`src/rtl/sb_tx_pkg.sv`:
```
// Shared constants, frame geometry and FSM state type for the sideband TX serializer.
package sb_tx_pkg;

  localparam int unsigned HDR_W  = 4;
  localparam int unsigned SEQ_W  = 3;
  localparam logic [HDR_W-1:0] SB_HDR = 4'b1011;

  typedef enum logic [1:0] {
    IDLE = 2'd0,
    LOAD = 2'd1,
    SEND = 2'd2,
    GAP  = 2'd3
  } sb_tx_state_e;

  // Header, code, sequence number and one parity bit.
  function automatic int unsigned frame_w(input int unsigned msg_w);
    return msg_w + HDR_W + SEQ_W + 1;
  endfunction

endpackage

```
`src/rtl/sb_tx_fifo.sv`:
```
// Synchronous FIFO buffering captured sideband codes; depth must be a power of two.
module sb_tx_fifo #(
  parameter int unsigned DATA_W = 4,
  parameter int unsigned DEPTH  = 4
) (
  input  logic              i_clk,
  input  logic              i_rst_n,
  input  logic              push,
  input  logic [DATA_W-1:0] wr_data,
  input  logic              pop,
  output logic [DATA_W-1:0] rd_data,
  output logic              full,
  output logic              empty
);

  localparam int unsigned PTR_W = (DEPTH > 1) ? $clog2(DEPTH) : 1;
  localparam int unsigned CNT_W = $clog2(DEPTH + 1);

  logic [DATA_W-1:0] mem [DEPTH];
  logic [PTR_W-1:0]  wr_ptr;
  logic [PTR_W-1:0]  rd_ptr;
  logic [CNT_W-1:0]  count;
  logic              do_push;
  logic              do_pop;

  // Push and pop each qualify against the pre-edge occupancy.
  assign do_push = push && !full;
  assign do_pop  = pop && !empty;
  assign full    = (count == CNT_W'(DEPTH));
  assign empty   = (count == '0);
  assign rd_data = mem[rd_ptr];

  always_ff @(posedge i_clk) begin
    if (do_push) begin
      mem[wr_ptr] <= wr_data;
    end
  end

  always_ff @(posedge i_clk or negedge i_rst_n) begin
    if (!i_rst_n) begin
      wr_ptr <= '0;
      rd_ptr <= '0;
      count  <= '0;
    end else begin
      if (do_push) begin
        wr_ptr <= wr_ptr + PTR_W'(1);
      end
      if (do_pop) begin
        rd_ptr <= rd_ptr + PTR_W'(1);
      end
      case ({do_push, do_pop})
        2'b10:   count <= count + CNT_W'(1);
        2'b01:   count <= count - CNT_W'(1);
        default: count <= count;
      endcase
    end
  end

endmodule

```
`src/rtl/sb_tx_msg_serializer.sv`:
```
// Sideband TX stage: captures wrapper message codes, frames them and shifts them out LSB first.
// Build option SB_TX_PARITY_EN enables the even-parity frame MSB (otherwise driven 0).
module sb_tx_msg_serializer
  import sb_tx_pkg::*;
#(
  parameter int unsigned SB_MSG_WIDTH = 4,
  parameter int unsigned FIFO_DEPTH   = 4,
  parameter int unsigned GAP_CYCLES   = 32
) (
  input  logic                    i_clk,
  input  logic                    i_rst_n,
  input  logic                    i_tx_msg_valid,
  input  logic [SB_MSG_WIDTH-1:0] i_TX_SbMessage,
  output logic                    o_sb_data,
  output logic                    o_sb_valid,
  output logic                    o_busy,
  output logic                    o_falling_edge_busy,
  output logic                    o_fifo_full,
  output logic                    o_overflow
);

  localparam int unsigned FRAME_W = frame_w(SB_MSG_WIDTH);
  localparam int unsigned BIT_W   = $clog2(FRAME_W);
  localparam int unsigned GAP_W   = (GAP_CYCLES > 1) ? $clog2(GAP_CYCLES) : 1;

  sb_tx_state_e            state;
  logic [FRAME_W-1:0]      shreg;
  logic [BIT_W-1:0]        bit_cnt;
  logic [GAP_W-1:0]        gap_cnt;
  logic [SEQ_W-1:0]        seq;

  logic                    prev_valid;
  logic [SB_MSG_WIDTH-1:0] prev_code;
  logic                    capture_c;
  logic                    push_c;
  logic                    pop_c;

  logic [SB_MSG_WIDTH-1:0] head_code;
  logic                    fifo_full;
  logic                    fifo_empty;
  logic                    parity_c;
  logic [FRAME_W-1:0]      frame_c;

  // A new code is a rising valid or a code change while valid stays high.
  assign capture_c   = i_tx_msg_valid && (!prev_valid || (i_TX_SbMessage != prev_code));
  assign push_c      = capture_c && !fifo_full;
  assign pop_c       = (state == LOAD);
  assign o_fifo_full = fifo_full;

  sb_tx_fifo #(
    .DATA_W (SB_MSG_WIDTH),
    .DEPTH  (FIFO_DEPTH)
  ) u_fifo (
    .i_clk   (i_clk),
    .i_rst_n (i_rst_n),
    .push    (push_c),
    .wr_data (i_TX_SbMessage),
    .pop     (pop_c),
    .rd_data (head_code),
    .full    (fifo_full),
    .empty   (fifo_empty)
  );

  always_comb begin
`ifdef SB_TX_PARITY_EN
    parity_c = ^{head_code, seq};
`else
    parity_c = 1'b0;
`endif
    frame_c = {parity_c, seq, head_code, SB_HDR};
  end

  always_ff @(posedge i_clk or negedge i_rst_n) begin
    if (!i_rst_n) begin
      prev_valid <= 1'b0;
      prev_code  <= '0;
      o_overflow <= 1'b0;
    end else begin
      prev_valid <= i_tx_msg_valid;
      prev_code  <= i_TX_SbMessage;
      if (capture_c && fifo_full) begin
        o_overflow <= 1'b1;
      end
    end
  end

  // Lane FSM; busy and the serial outputs are registered alongside the state.
  always_ff @(posedge i_clk or negedge i_rst_n) begin
    if (!i_rst_n) begin
      state               <= IDLE;
      shreg               <= '0;
      bit_cnt             <= '0;
      gap_cnt             <= '0;
      seq                 <= '0;
      o_sb_data           <= 1'b0;
      o_sb_valid          <= 1'b0;
      o_busy              <= 1'b0;
      o_falling_edge_busy <= 1'b0;
    end else begin
      o_falling_edge_busy <= 1'b0;
      case (state)
        IDLE: begin
          if (!fifo_empty) begin
            state  <= LOAD;
            o_busy <= 1'b1;
          end
        end
        LOAD: begin
          state      <= SEND;
          shreg      <= frame_c >> 1;
          o_sb_data  <= frame_c[0];
          o_sb_valid <= 1'b1;
          bit_cnt    <= '0;
          seq        <= seq + SEQ_W'(1);
        end
        SEND: begin
          if (bit_cnt == BIT_W'(FRAME_W - 1)) begin
            state      <= GAP;
            o_sb_data  <= 1'b0;
            o_sb_valid <= 1'b0;
            gap_cnt    <= '0;
          end else begin
            o_sb_data <= shreg[0];
            shreg     <= shreg >> 1;
            bit_cnt   <= bit_cnt + BIT_W'(1);
          end
        end
        GAP: begin
          if (gap_cnt == GAP_W'(GAP_CYCLES - 1)) begin
            if (!fifo_empty) begin
              state <= LOAD;
            end else begin
              state               <= IDLE;
              o_busy              <= 1'b0;
              o_falling_edge_busy <= 1'b1;
            end
          end else begin
            gap_cnt <= gap_cnt + GAP_W'(1);
          end
        end
        default: begin
          state  <= IDLE;
          o_busy <= 1'b0;
        end
      endcase
    end
  end

endmodule

```
`config.mk`:
```
export PLATFORM = sky130hd
export DESIGN_NAME = sb_tx_msg_serializer
export DESIGN_NICKNAME = d
export VERILOG_FILES = /design/src/rtl/sb_tx_pkg.sv /design/src/rtl/sb_tx_fifo.sv /design/src/rtl/sb_tx_msg_serializer.sv
export SDC_FILE = /design/constraint.sdc
export NUM_CORES = 1
export LEC_CHECK = 0
export BUFFER_PORTS_ARGS = -buffer_cell sky130_fd_sc_hd__buf_2
export CAP_MARGIN = 10
export CORE_MARGIN = 3
export CORE_UTILIZATION = 35
export DETAILED_ROUTE_END_ITERATION = 6
export HOLD_SLACK_MARGIN = 0.08
export PLACE_DENSITY = 0.57
export RECOVER_POWER = 50
export SYNTH_ARGS = -nofsm -noshare
export SYNTH_HDL_FRONTEND = slang
export SYNTH_SLANG_ARGS = --single-unit
```
`constraint.sdc`:
```
create_clock -name i_clk -period 2.7 [get_ports i_clk]
set_input_delay 0.81 -clock i_clk [delete_from_list [all_inputs] [get_ports i_clk]]
set_output_delay 0.81 -clock i_clk [all_outputs]
set_load 0.03 [all_outputs]
```
Yosys cells after proc, flatten, opt, wreduce, memory -nomap -nowiden
Memory sizes are Yosys's and may differ from the RTL's.
Cells that the tools add are included.
W data, S select, Z words.

operators by class
  eq/ne operators = 15
  $add $sub $neg = 7
  reductions and logical operators = 20
  mux-type cells = 26

operator list
  kind                   count
  $pmux W12 S2           1
  $mux W12               1
  $ne A2 B2 Y1 const B   6
  $mux W1                11
  $mux W5                2
  $pmux W5 S2            1
  $pmux W2 S4            1
  $pmux W4 S2            1
  $reduce_bool A2 Y1     4
  $add A3 B1 Y3 const B  2
  $eq A2 B2 Y1 const B   3
  $mux W2                3
  $pmux W1 S2            3
  $pmux W3 S2            1
  $reduce_and A3 Y1      2
  $add A5 B1 Y5 const B  1
  $eq A5 B5 Y1 const B   1
  $logic_and A1 B1 Y1    5
  $add A2 B1 Y2 const B  2
  $add A4 B1 Y4 const B  1
  $eq A2 B1 Y1 const B   2
  $eq A4 B4 Y1 const B   1
  $mux W4                1
  $ne A4 B4 Y1           1
  8 further kinds        11

storage, ports and cells
  RAM bits = 16
  memories kept = 1
  bits in registers = 43
  bits of input ports = 7

memories
  name        words  width  read ports  clocked after Yosys merged registers in  write ports  line              RTL
  u_fifo.mem  4      4      1           0                                        1            sb_tx_fifo.sv:19  logic [DATA_W-1:0] mem [DEPTH];

Longest topological paths before layout
Gate-level depths: netlist of run 1.

  word-level depth = 7
  mapped depth = 10
  gate-level depth less buffers = 10

Hierarchy
From an unflattened synthesis of run 1, not the netlist that was laid out.

unflattened totals
  cell total of the unflattened synthesis = 244
  area total of the unflattened synthesis = 2,841.5 um^2

by module, submodules not included
  module                cells an instance  instances  area each (um^2)  seq. area each (um^2)
  sb_tx_msg_serializer  186                1          1,824.2           850.8
  sb_tx_fifo            58                 1          1,017.2           655.6

Least setup slack after synthesis of run 1
Ideal clock, no wire load.

  kind = input -> register
  start point = input port i_TX_SbMessage[3]
  end point = register u_fifo.count[2]
  arrival = 2.294 ns
  buffers on the path = 0
  slack = 0.327 ns
  cell stages on the path = 10
  cells stage by stage = xor2_1 nor3_2 a21oi_2 inv_1 ha_1 inv_1 fa_1 xor2_1 nor2_1 xor2_1

between the ends
  longest elaborated chain between the ends = 7
  elaborated cells on any way between the ends = 9
  classes of those cells = eq/ne: 3; mux: 1; reduce/logical: 5

RTL lines
  element                                            line                        RTL
  start: declaration                                 sb_tx_msg_serializer.sv:13  input logic [SB_MSG_WIDTH-1:0] i_TX_SbMessage,
  $ne A4 B4 Y1 (*)                                   sb_tx_msg_serializer.sv:45  assign capture_c = i_tx_msg_valid && (!prev_valid || (i_TX_SbMessage != prev_code));
  $logic_or A1 B1 Y1 (*)                             sb_tx_msg_serializer.sv:45
  $logic_and A1 B1 Y1 (*)                            sb_tx_msg_serializer.sv:45
  $logic_and A1 B1 Y1 (*)                            sb_tx_msg_serializer.sv:46  assign push_c = capture_c && !fifo_full;
  $logic_and A1 B1 Y1 (*)                            sb_tx_fifo.sv:27            assign do_push = push && !full;
  $eq A2 B1 Y1 or $eq A2 B2 Y1 (tied branches)       sb_tx_fifo.sv:51            case ({do_push, do_pop})
  $pmux W3 S2 or $reduce_bool A2 Y1 (tied branches)  -
  end signal: assignment                             sb_tx_fifo.sv:52            2'b10: count <= count + CNT_W'(1);
  end signal: assignment                             sb_tx_fifo.sv:53            2'b01: count <= count - CNT_W'(1);
  end signal: assignment                             sb_tx_fifo.sv:54            default: count <= count;
  end: declaration                                   sb_tx_fifo.sv:22            logic [CNT_W-1:0] count;

Every way passes the cells marked *; elsewhere a longest branch is shown, timed or not.
A chain may end at the register's enable or synchronous reset.

Worst setup path in the final report of run 1
Same ends and word-level chain as after synthesis.

==> results.toml, run 1 <==
[place]
io_buffers = 12
gp_congestion = 0.701
hpwl_um = 3240
pre_cts_ws_ps = 57.8

[setup_path]
r2r_end = "u_fifo.count[2]"
worstPathMaxFanout = 6
cp_slowest_stage_delay_ps = 370
crit_path_frequent_cell = "xor2_1"
cp-end-kind = "register"
critPathArrivalTime_ps = 2590
critPathSlowestCell = "fa_1"
startpoint_type = "input port"
critPathKind = "input port to register"
r2r_start = "u_fifo.count[0]"
required_ps = 2970
reg2reg_slack_ps = 620
rr_worst_depth = 10
critical_path.cell_chain = "clkbuf_1, xor2_1, nor3_2, a21oi_2, inv_1, ha_1, inv_1, fa_1, xor2_1, nor2_1, xor2_1"

[worst_hold_path]
holdCritPathClass = "register to register"
min_from = "o_overflow"
hold_path_end = "o_overflow"
holdPathStages = 1

[logic_synthesis]
synth-seq-cells = 57
ys_types = 46
synthArstFlopShare = 0.719
syn-instance-count = 239
yosys_warnings = 0
synth_nets = 260
synthesis.area_um2 = 2810
synth_edf_count = 16
syn_avg_cell_area_um2 = 11.8
yosysSeqAreaShare = 0.536
synthFlopType = "dfrtp_1"

[timing]
rsz0062_at_grt = "false"
finalHoldViolations = 0
fin_tns_setup_ps = 0
fin_crit_ps = 2320
slew_headroom = 0.291
max_freq_mhz = 432
fin_crit_sh = 0.858
finalSetupViolations = 0
drv_slew = 0
layout_setup_ws_ps = 384
skew_ps = 8.86
hold_ws_ps = 472
tightest_slew_ps = 1060

[clock_tree]
clk_latency_ps = 350
cts_sinks = 57
cts_buffers = 9
root_buffer = "clkbuf_8"
postCtsHoldBufs = 0
h-tree-depth = 3
ctsResizeCount = 0
postCtsSetupBuffers = 0
clockBufferDepth = 2
cts.clk_slew.worst_paths_ps = 70
cts_tree = "done"

[route]
wl_per_cell_um = 13.5
routed_wl_um = 4910
drtAntennaViolNets = 0
dr.pass1.iters = 4
viasPerCell = 4.96
drcViolationCount = 0
drt-initial-drc-count = 60
vias = 1799

[global_routing]
grt_pass1_vias = 1835
globalRoute.totalOverflow = 0
grt_max_degree = 42
antenna_found_initial = 0
grt_use_total = 0.128
grt_pass1_wl_um = 8810

[pwr]
p_leak_nw = 1.33
powerDensity_nw_per_um2 = 1140
p_switching_w = 0.00134
p_int_w = 0.00226
seqPwrFrac = 0.403
vdd_drop_max_mv = 0.482
swShare = 0.371
clkPwrFrac = 0.219
power_frac_comb = 0.377

[floorplan]
start_util = 0.362
die_w_um = 95.6
core-area_um2 = 7770
die_y_um = 95.6
pin_count = 13
die-area_um2 = 9140
num_rows = 32

[run]
drv_cap = 0

[layout]
finalNetCount = 277
diodes = 0
final_common_cell = "dfrtp_1"
final_cell_mix = "41 x dfrtp_1, 32 x nand2_1, 16 x edfxtp_1"
drive_above_1_share = 0.172
syn2layout_area_growth_pct = 12.6

[run_status]
status = "complete, no violations"
state kept, by name (all words and copies together), names as in the netlist:
| name | flops |
|---|---|
| u_fifo.mem | 16 |
| shreg | 10 |
| gap_cnt | 5 |
| bit_cnt | 4 |
| prev_code | 4 |
| seq | 3 |
| u_fifo.count | 3 |
| state | 2 |
| u_fifo.rd_ptr | 2 |
| u_fifo.wr_ptr | 2 |
| o_busy | 1 |
| o_falling_edge_busy | 1 |
| o_overflow | 1 |
| o_sb_data | 1 |
| o_sb_valid | 1 |
| prev_valid | 1 |
worst max-delay path: cells and delay by family:
kind / cells / cell delay, ps
adders and majority gates: 2 / 550
xor gates and xnor gates: 3 / 410
AOI/OAI and AO/OA: 1 / 100
buffers and inverters: 3 / 330
and+or+nand+nor: 2 / 390
routing by layer:
layer | share of wire | vias to the layer above | track usage | wire length [um]
met5 | 0 | - | 0 | 0
met4 | 0.024 | 0 | 0.0640 | 119
met3 | 0.040 | 13 | 0.0474 | 194
met2 | 0.47 | 24 | 0.195 | 2300
met1 | 0.47 | 877 | 0.160 | 2290
li1 | - | 885 | - | -
final cells by class:
class,count,area [um2]
Clock buffer,9,124
Tap cell,102,128
Multi-Input combinational cell,161,1210
Inverter,9,33.8
Fill cell,759,4600
Sequential cell,57,1510
Clock inverter,7,71.3
Timing Repair Buffer,18,96.3
cell usage after synthesis (2+ instances only):
library cell / instances / share of area
dfrtp_1: 41 / 0.37
nand2_1: 32 / 0.043
edfxtp_1: 16 / 0.17
ha_1: 13 / 0.058
a31oi_1: 8 / 0.018
inv_1: 8 / 0.011
nor3_1: 8 / 0.014
a21oi_1: 7 / 0.012
nor2_1: 7 / 0.0094
nor2b_1: 7 / 0.016
xnor2_1: 7 / 0.022
xor2_1: 7 / 0.022
and2_1: 6 / 0.013
buf_2: 6 / 0.011
mux2i_1: 6 / 0.021
a211oi_1: 5 / 0.013
a22o_1: 4 / 0.012
clkbuf_1: 4 / 0.0053
mux2_2: 4 / 0.016
mux4_2: 4 / 0.032
o21ai_0: 4 / 0.0071
o221ai_1: 4 / 0.012
nand2b_1: 3 / 0.0067
nand3_1: 3 / 0.0053
a21oi_2: 2 / 0.0062
a22oi_1: 2 / 0.0053
nor3b_1: 2 / 0.0053
logic make-up (layout without fill, tap and decap cells):
group | Yosys count | count (layout) | synth area share
compound gates | 43 | 43 | 0.108
xor+xnor | 14 | 14 | 0.0436
flops | 57 | 57 | 0.536
mux | 14 | 14 | 0.0695
simple gates | 76 | 76 | 0.143
buf+inv | 21 | 43 | 0.0347
fa+ha+maj | 14 | 14 | 0.0650
power groups by stage:
stage / clock, W / combinational [W] / sequential (W)
after floorplan: 0 / 0.00110 / 0.00144
after global placement: 0 / 0.00134 / 0.00147
after detailed placement: 0 / 0.00138 / 0.00147
after CTS: 0.000814 / 0.00138 / 0.00146
after global routing: 0.000858 / 0.00155 / 0.00150
final: 0.000789 / 0.00136 / 0.00145
worst max path at each step:
stage | start | to | depth (start not counted)
after detailed placement | i_TX_SbMessage[3] | u_fifo.count[2] | 11
after global routing | i_TX_SbMessage[2] | u_fifo.count[2] | 11
final | i_TX_SbMessage[3] | u_fifo.count[2] | 11
after global placement | i_TX_SbMessage[3] | u_fifo.count[2] | 11
after CTS | i_TX_SbMessage[3] | u_fifo.count[2] | 11
after floorplan | i_TX_SbMessage[3] | u_fifo.count[2] | 10
per-stage QoR:
stage	util	instance area [um2]	power [W]	instances
final	0.408	3170	0.00360	363
after global routing	0.408	3170	0.00391	363
after floorplan	-	2810	0.00253	239
after CTS	0.409	3170	0.00365	363
after global placement	0.384	2980	0.00281	347
after detailed placement	0.384	2980	0.00285	347
No activity file was read; power rests on OpenSTA's default activity.
==> run 2: changes to the inputs <==
--- a/config.mk
+++ b/config.mk
@@ -8,10 +8,10 @@
 export BUFFER_PORTS_ARGS = -buffer_cell sky130_fd_sc_hd__buf_2
 export CAP_MARGIN = 10
 export CORE_MARGIN = 3
-export CORE_UTILIZATION = 35
+export CORE_UTILIZATION = 55
 export DETAILED_ROUTE_END_ITERATION = 6
 export HOLD_SLACK_MARGIN = 0.08
-export PLACE_DENSITY = 0.57
+export PLACE_DENSITY = 0.82
 export RECOVER_POWER = 50
 export SYNTH_ARGS = -nofsm -noshare
 export SYNTH_HDL_FRONTEND = slang
==> constraint.sdc (replaced) <==
create_clock -name i_clk -period 2 [get_ports i_clk]
set_input_delay 0.6 -clock i_clk [delete_from_list [all_inputs] [get_ports i_clk]]
set_output_delay 0.6 -clock i_clk [all_outputs]
set_load 0.03 [all_outputs]
==> run 2 against run 1 <==
Clock skew decreased by 1.0 ps. Via count is 3.4% higher. Sequential share of layout area down 0.96 points. Highest routed layer unchanged.
==> results.toml, run 2 (synthesis gave the netlist of run 1 again) <==
[run_status]
status = "complete, no violations"

[pwr]
powerDensity_nw_per_um2 = 1590
seqPwrFrac = 0.381
clkPwrFrac = 0.224
p_int_w = 0.00330
power_frac_comb = 0.395
p_leak_nw = 1.40
vdd_drop_max_mv = 1.09
p_switching_w = 0.00184
swShare = 0.358

[floorplan]
core-area_um2 = 4820
pin_count = 13
start_util = 0.583
die_y_um = 77.5
num_rows = 25
die_w_um = 77.5
die-area_um2 = 6000

[timing]
fin_crit_ps = 1960
fin_crit_sh = 0.981
slew_headroom = 0.335
rsz0062_at_grt = "true"
max_freq_mhz = 510
skew_ps = 7.85
layout_setup_ws_ps = 38.9
finalHoldViolations = 0
tightest_slew_ps = 997
finalSetupViolations = 0
drv_slew = 0

[route]
wl_per_cell_um = 14.6
drcViolationCount = 0
vias = 1860
drtAntennaViolNets = 0
dr.pass1.iters = 4
routed_wl_um = 4970
viasPerCell = 5.45
drt-initial-drc-count = 149

[layout]
regArea_um2 = 1510
regMostFlops = "u_fifo.mem"
finalNetCount = 290
diodes = 0
fillCellCount = 391
syn2layout_area_growth_pct = 15.0
final_core_util = 0.671
largest_reg_flops = 16
drive_above_1_share = 0.204
final_common_cell = "dfrtp_1"
largest_registers = "u_fifo.mem (16), shreg (10), gap_cnt (5)"
final_cell_mix = "41 x dfrtp_1, 32 x nand2_1, 16 x edfxtp_1"
multi_input_area_um2 = 1220

[global_routing]
antenna_found_initial = 0
grt_pass1_vias = 1936
grt_pass1_wl_um = 9020
globalRoute.totalOverflow = 0
grt_use_total = 0.195
grt_max_degree = 42

[clock_tree]
clockBufferDepth = 2
postCtsHoldBufs = 0
h-tree-depth = 3
cts_tree = "done"
cts_sinks = 57
cts_buffers = 9
root_buffer = "clkbuf_8"
clk_latency_ps = 340
cts.clk_slew.worst_paths_ps = 70

[setup_path]
cp-end-kind = "register"
required_ps = 2270
startpoint_type = "register"
worstPathMaxFanout = 2
critPathKind = "register to register"
critPathArrivalTime_ps = 2230

[place]
gp_congestion = 0.751
pre_cts_ws_ps = -285
io_buffers = 12
hpwl_um = 3350

[run]
drv_cap = 0

[worst_hold_path]
holdCritPathClass = "input port to register"
-- run 2: cell types whose count changed in the layout (fill, tap and decap cells not counted), moves of 2 or more --
cell and delta:
buf_4 +9, clkbuf_1 +6, clkinvlp_4 -3, ha_1 -2, ha_2 +2
-- run 2: area by class of cell --
| type | instances | share of cell area |
|---|---|---|
| Sequential cell | 57 | 0.466 |
| Multi-Input combinational cell | 161 | 0.378 |
| Timing Repair Buffer | 31 | 0.0558 |
| Clock buffer | 12 | 0.0418 |
| Tap cell | 67 | 0.0259 |
| Clock inverter | 4 | 0.0217 |
| Inverter | 9 | 0.0105 |
-- run 2: through the flow --
stage	hold WS (ps)	power [W]	setup TNS (ps)	instance area, um2	cells
CTS	332	0.00519	0	3240	340
floorplan	304	0.00345	-145	2820	239
detailed placement	456	0.00399	-497	3030	323
finish	407	0.00513	0	3230	341
global route	397	0.00553	-75.4	3230	341
global placement	456	0.00383	-416	3030	323
-- run 2: worst paths after layout --
kind | start | endpoint | slack, ps | cells after the start
min in group asynchronous | i_rst_n | prev_code[3] | 500 | 2
max | prev_code[3] | u_fifo.count[2] | 40 | 10
max in group asynchronous | i_rst_n | gap_cnt[0] | 880 | 2
min | i_tx_msg_valid | prev_valid | 410 | 1
max reg2reg | prev_code[3] | u_fifo.count[2] | 40 | 10
min reg2reg | seq[2] | seq[2] | 470 | 1
-- run 2: worst max-delay path: stages, from the launching register on --
cell     delay [ps]
dfrtp_1         380
xor2_1          170
nor3_2          260
a21oi_2          90
inv_1            60
ha_2            170
inv_2            40
fa_2            320
xor2_1          140
nor2_1          110
xor2_1          140
-- run 2: timing repair --
item	CTS	global route
gates resized for setup	1	1
buffers inserted	1	1
setup endpoints to repair	1	3
pin swaps	0	3
-- run 2: routing by layer --
metal	share of wire	track usage	wire (um)
met3	0.044	0.0661	217
met5	0	0	0
met1	0.44	0.236	2170
met2	0.49	0.314	2460
met4	0.026	0.0925	127
-- run 2: power groups by stage --
stage	clock [W]	sequential [W]	combinational, W
after detailed placement	0	0.00198	0.00201
after global placement	0	0.00196	0.00187
after global routing	0.00123	0.00202	0.00228
final	0.00115	0.00196	0.00203
after floorplan	0	0.00195	0.00150
after CTS	0.00118	0.00196	0.00205
==> run 3: changes to the inputs <==
--- a/config.mk
+++ b/config.mk
@@ -5,13 +5,14 @@
 export SDC_FILE = /design/constraint.sdc
 export NUM_CORES = 1
 export LEC_CHECK = 0
+export ABC_AREA = 1
 export BUFFER_PORTS_ARGS = -buffer_cell sky130_fd_sc_hd__buf_2
 export CAP_MARGIN = 10
 export CORE_MARGIN = 3
-export CORE_UTILIZATION = 55
+export CORE_UTILIZATION = 54
 export DETAILED_ROUTE_END_ITERATION = 6
 export HOLD_SLACK_MARGIN = 0.08
-export PLACE_DENSITY = 0.82
+export PLACE_DENSITY = 0.81
 export RECOVER_POWER = 50
 export SYNTH_ARGS = -nofsm -noshare
 export SYNTH_HDL_FRONTEND = slang
==> constraint.sdc (replaced) <==
create_clock -name i_clk -period 2 [get_ports i_clk]
set_input_delay 0.6 -clock i_clk [delete_from_list [all_inputs] [get_ports i_clk]]
set_output_delay 0.6 -clock i_clk [all_outputs]
set_load 0.02 [all_outputs]
==> run 3 against run 2 <==
Die area decreased by 4.6%. Design area is 6.7% lower. Synthesized cell count grew 14%. Synthesized area down 6.7%. Combinational power is essentially flat. Sequential share of layout area increased by 3.3 points. Fmax grew 3.9%. Register-to-register slack better by 80 ps. Power fell by 5.0%.
==> results.toml, run 3 <==
[run_status]
status = "complete, no violations"

[route]
drcViolationCount = 0
routed_wl_um = 5070
drt-initial-drc-count = 117
wl_per_cell_um = 13.9
dr.pass1.iters = 4
viasPerCell = 5.26
vias = 1916
drtAntennaViolNets = 0

[layout]
regMostFlops = "u_fifo.mem"
finalNetCount = 328
diodes = 0
drive_above_1_share = 0.173
largest_registers = "u_fifo.mem (16), shreg (10), gap_cnt (5)"
syn2layout_area_growth_pct = 15.0
final_cell_area_um2 = 3010
final_cell_mix = "66 x nand2_1, 41 x dfrtp_1, 31 x inv_1"
largest_reg_flops = 16
final_common_cell = "nand2_1"

[clock_tree]
cts_buffers = 9
cts.clk_slew.worst_paths_ps = 70
clk_latency_ps = 340
clockBufferDepth = 2
cts_tree = "done"
cts_sinks = 57
h-tree-depth = 3
root_buffer = "clkbuf_8"

[global_routing]
grt_pass1_vias = 1849
grt_use_total = 0.204
grt_pass1_wl_um = 8370
grt_max_degree = 22
globalRoute.totalOverflow = 0
antenna_found_initial = 0

[setup_path]
cp-end-kind = "output pin"
critPathKind = "register to output pin"
critPathSlowestCell = "dfrtp_1"
startpoint_type = "register"
cp_slowest_stage_delay_ps = 390
required_ps = 1400
worstPathMaxFanout = 4
critPathArrivalTime_ps = 1290
critical_path.cell_chain = "inv_2, nand3_2, buf_4, inv_1, buf_2"

[logic_synthesis]
ys_types = 29
synth_common_cells = "66 x nand2_1, 41 x dfrtp_1, 35 x inv_1"
synthTopCellsByArea = "dfrtp_1 39%, edfxtp_1 18%, nand2_1 9.5%, ha_1 6.2%, inv_1 5.0%"
yosys.area.top_type_share = 0.391
synth-seq-cells = 57
synth_most_common_cell = "nand2_1"
yosys_warnings = 0
synth_nets = 293
yosysSeqAreaShare = 0.575
synthArstFlopShare = 0.719
synthesis.area_um2 = 2620
syn_avg_cell_area_um2 = 9.64
syn-instance-count = 272
synthFlopType = "dfrtp_1"
yosysTopAreaCell = "dfrtp_1"
synth_edf_count = 16

[timing]
skew_ps = 6.90
rsz0062_at_grt = "true"
tightest_slew_ps = 1100
max_freq_mhz = 530
fin_crit_ps = 1890
drv_slew = 0
fin_tns_setup_ps = 0
finalHoldViolations = 0
slew_headroom = 0.268
fin_crit_sh = 0.944
finalSetupViolations = 0

[floorplan]
die-area_um2 = 5730
num_rows = 24
die_w_um = 75.7
die_y_um = 75.7
start_util = 0.582
pin_count = 13
core-area_um2 = 4500

[place]
gp_congestion = 0.753
place_area_um2 = 2840
hpwl_um = 3450
io_buffers = 12

[pwr]
p_leak_nw = 1.44
vdd_drop_max_mv = 0.927
powerDensity_nw_per_um2 = 1620

[worst_hold_path]
holdCritPathClass = "input port to register"

[run]
drv_cap = 0
[run 3: repair_timing]
action	4_1_cts	5_1_grt
setup endpoints to repair	0	2
gates resized for setup	0	7
setup buffers	0	3
hold buffers	0	0
[run 3: logic make-up (layout without fill, tap and decap cells)]
kind of cell    count (synthesis)  in the layout  share of synthesized area
compound gates                 40             40                     0.0826
xor+xnor                        9              9                     0.0301
fa+ha+maj                      14             14                     0.0697
buf+inv                        42             82                     0.0659
flops                          57             57                      0.575
mux                             1              1                    0.00430
simple gates                  109            109                      0.173
[run 3: critical path: cells and delay by family (launching register included)]
| family | cells | cell delay, ps |
|---|---|---|
| buffers and inverters | 4 | 460 |
| DFF | 1 | 390 |
| and+or+nand+nor | 1 | 100 |
[run 3: layout make-up]
class | count | area, um2
tap | 52 | 65.1
multi-input combinational | 173 | 971
sequential | 57 | 1510
fill | 333 | 1490
timing repair buffer | 29 | 168
clock buffer | 12 | 145
clock inverter | 4 | 20.0
inverter | 37 | 139
[run 3: worst paths after layout]
kind                              startpoint               to  slack [ps]  cells after the start
min in group asynchronous            i_rst_n         shreg[3]         450                      1
max reg2reg                  u_fifo.count[2]  u_fifo.count[2]         120                     10
min reg2reg                         shreg[9]         shreg[9]         480                      2
max in group asynchronous            i_rst_n     prev_code[0]         430                      2
min                        i_TX_SbMessage[1]     prev_code[1]         410                      1
max                          u_fifo.count[0]      o_fifo_full         110                      5
[run 3: routing by layer]
layer,wire length [um],up-vias,share of wire,GRT usage
met3,213,12,0.042,0.0673
met5,0,-,0,0
met1,2210,917,0.44,0.253
met4,97,0,0.019,0.0913
met2,2550,37,0.50,0.327
li1,-,950,-,-
[run 3: power by group]
group / switching [W] / leakage [nW] / internal (W)
registers: 0.000278 / 0.627 / 0.00162
clock network: 0.000445 / 0.0899 / 0.000475
logic: 0.00128 / 0.725 / 0.000786
[run 3: per-stage QoR]
step,utilization,total power [W],setup WS [ps],hold slack [ps],instances
after floorplan,-,0.00335,-50.0,304,272
after global placement,0.631,0.00375,-127,457,345
after detailed placement,0.631,0.00387,-202,466,345
after CTS,0.667,0.00481,2.90,231,361
after global routing,0.669,0.00530,-52.6,408,364
final,0.669,0.00488,113,415,364
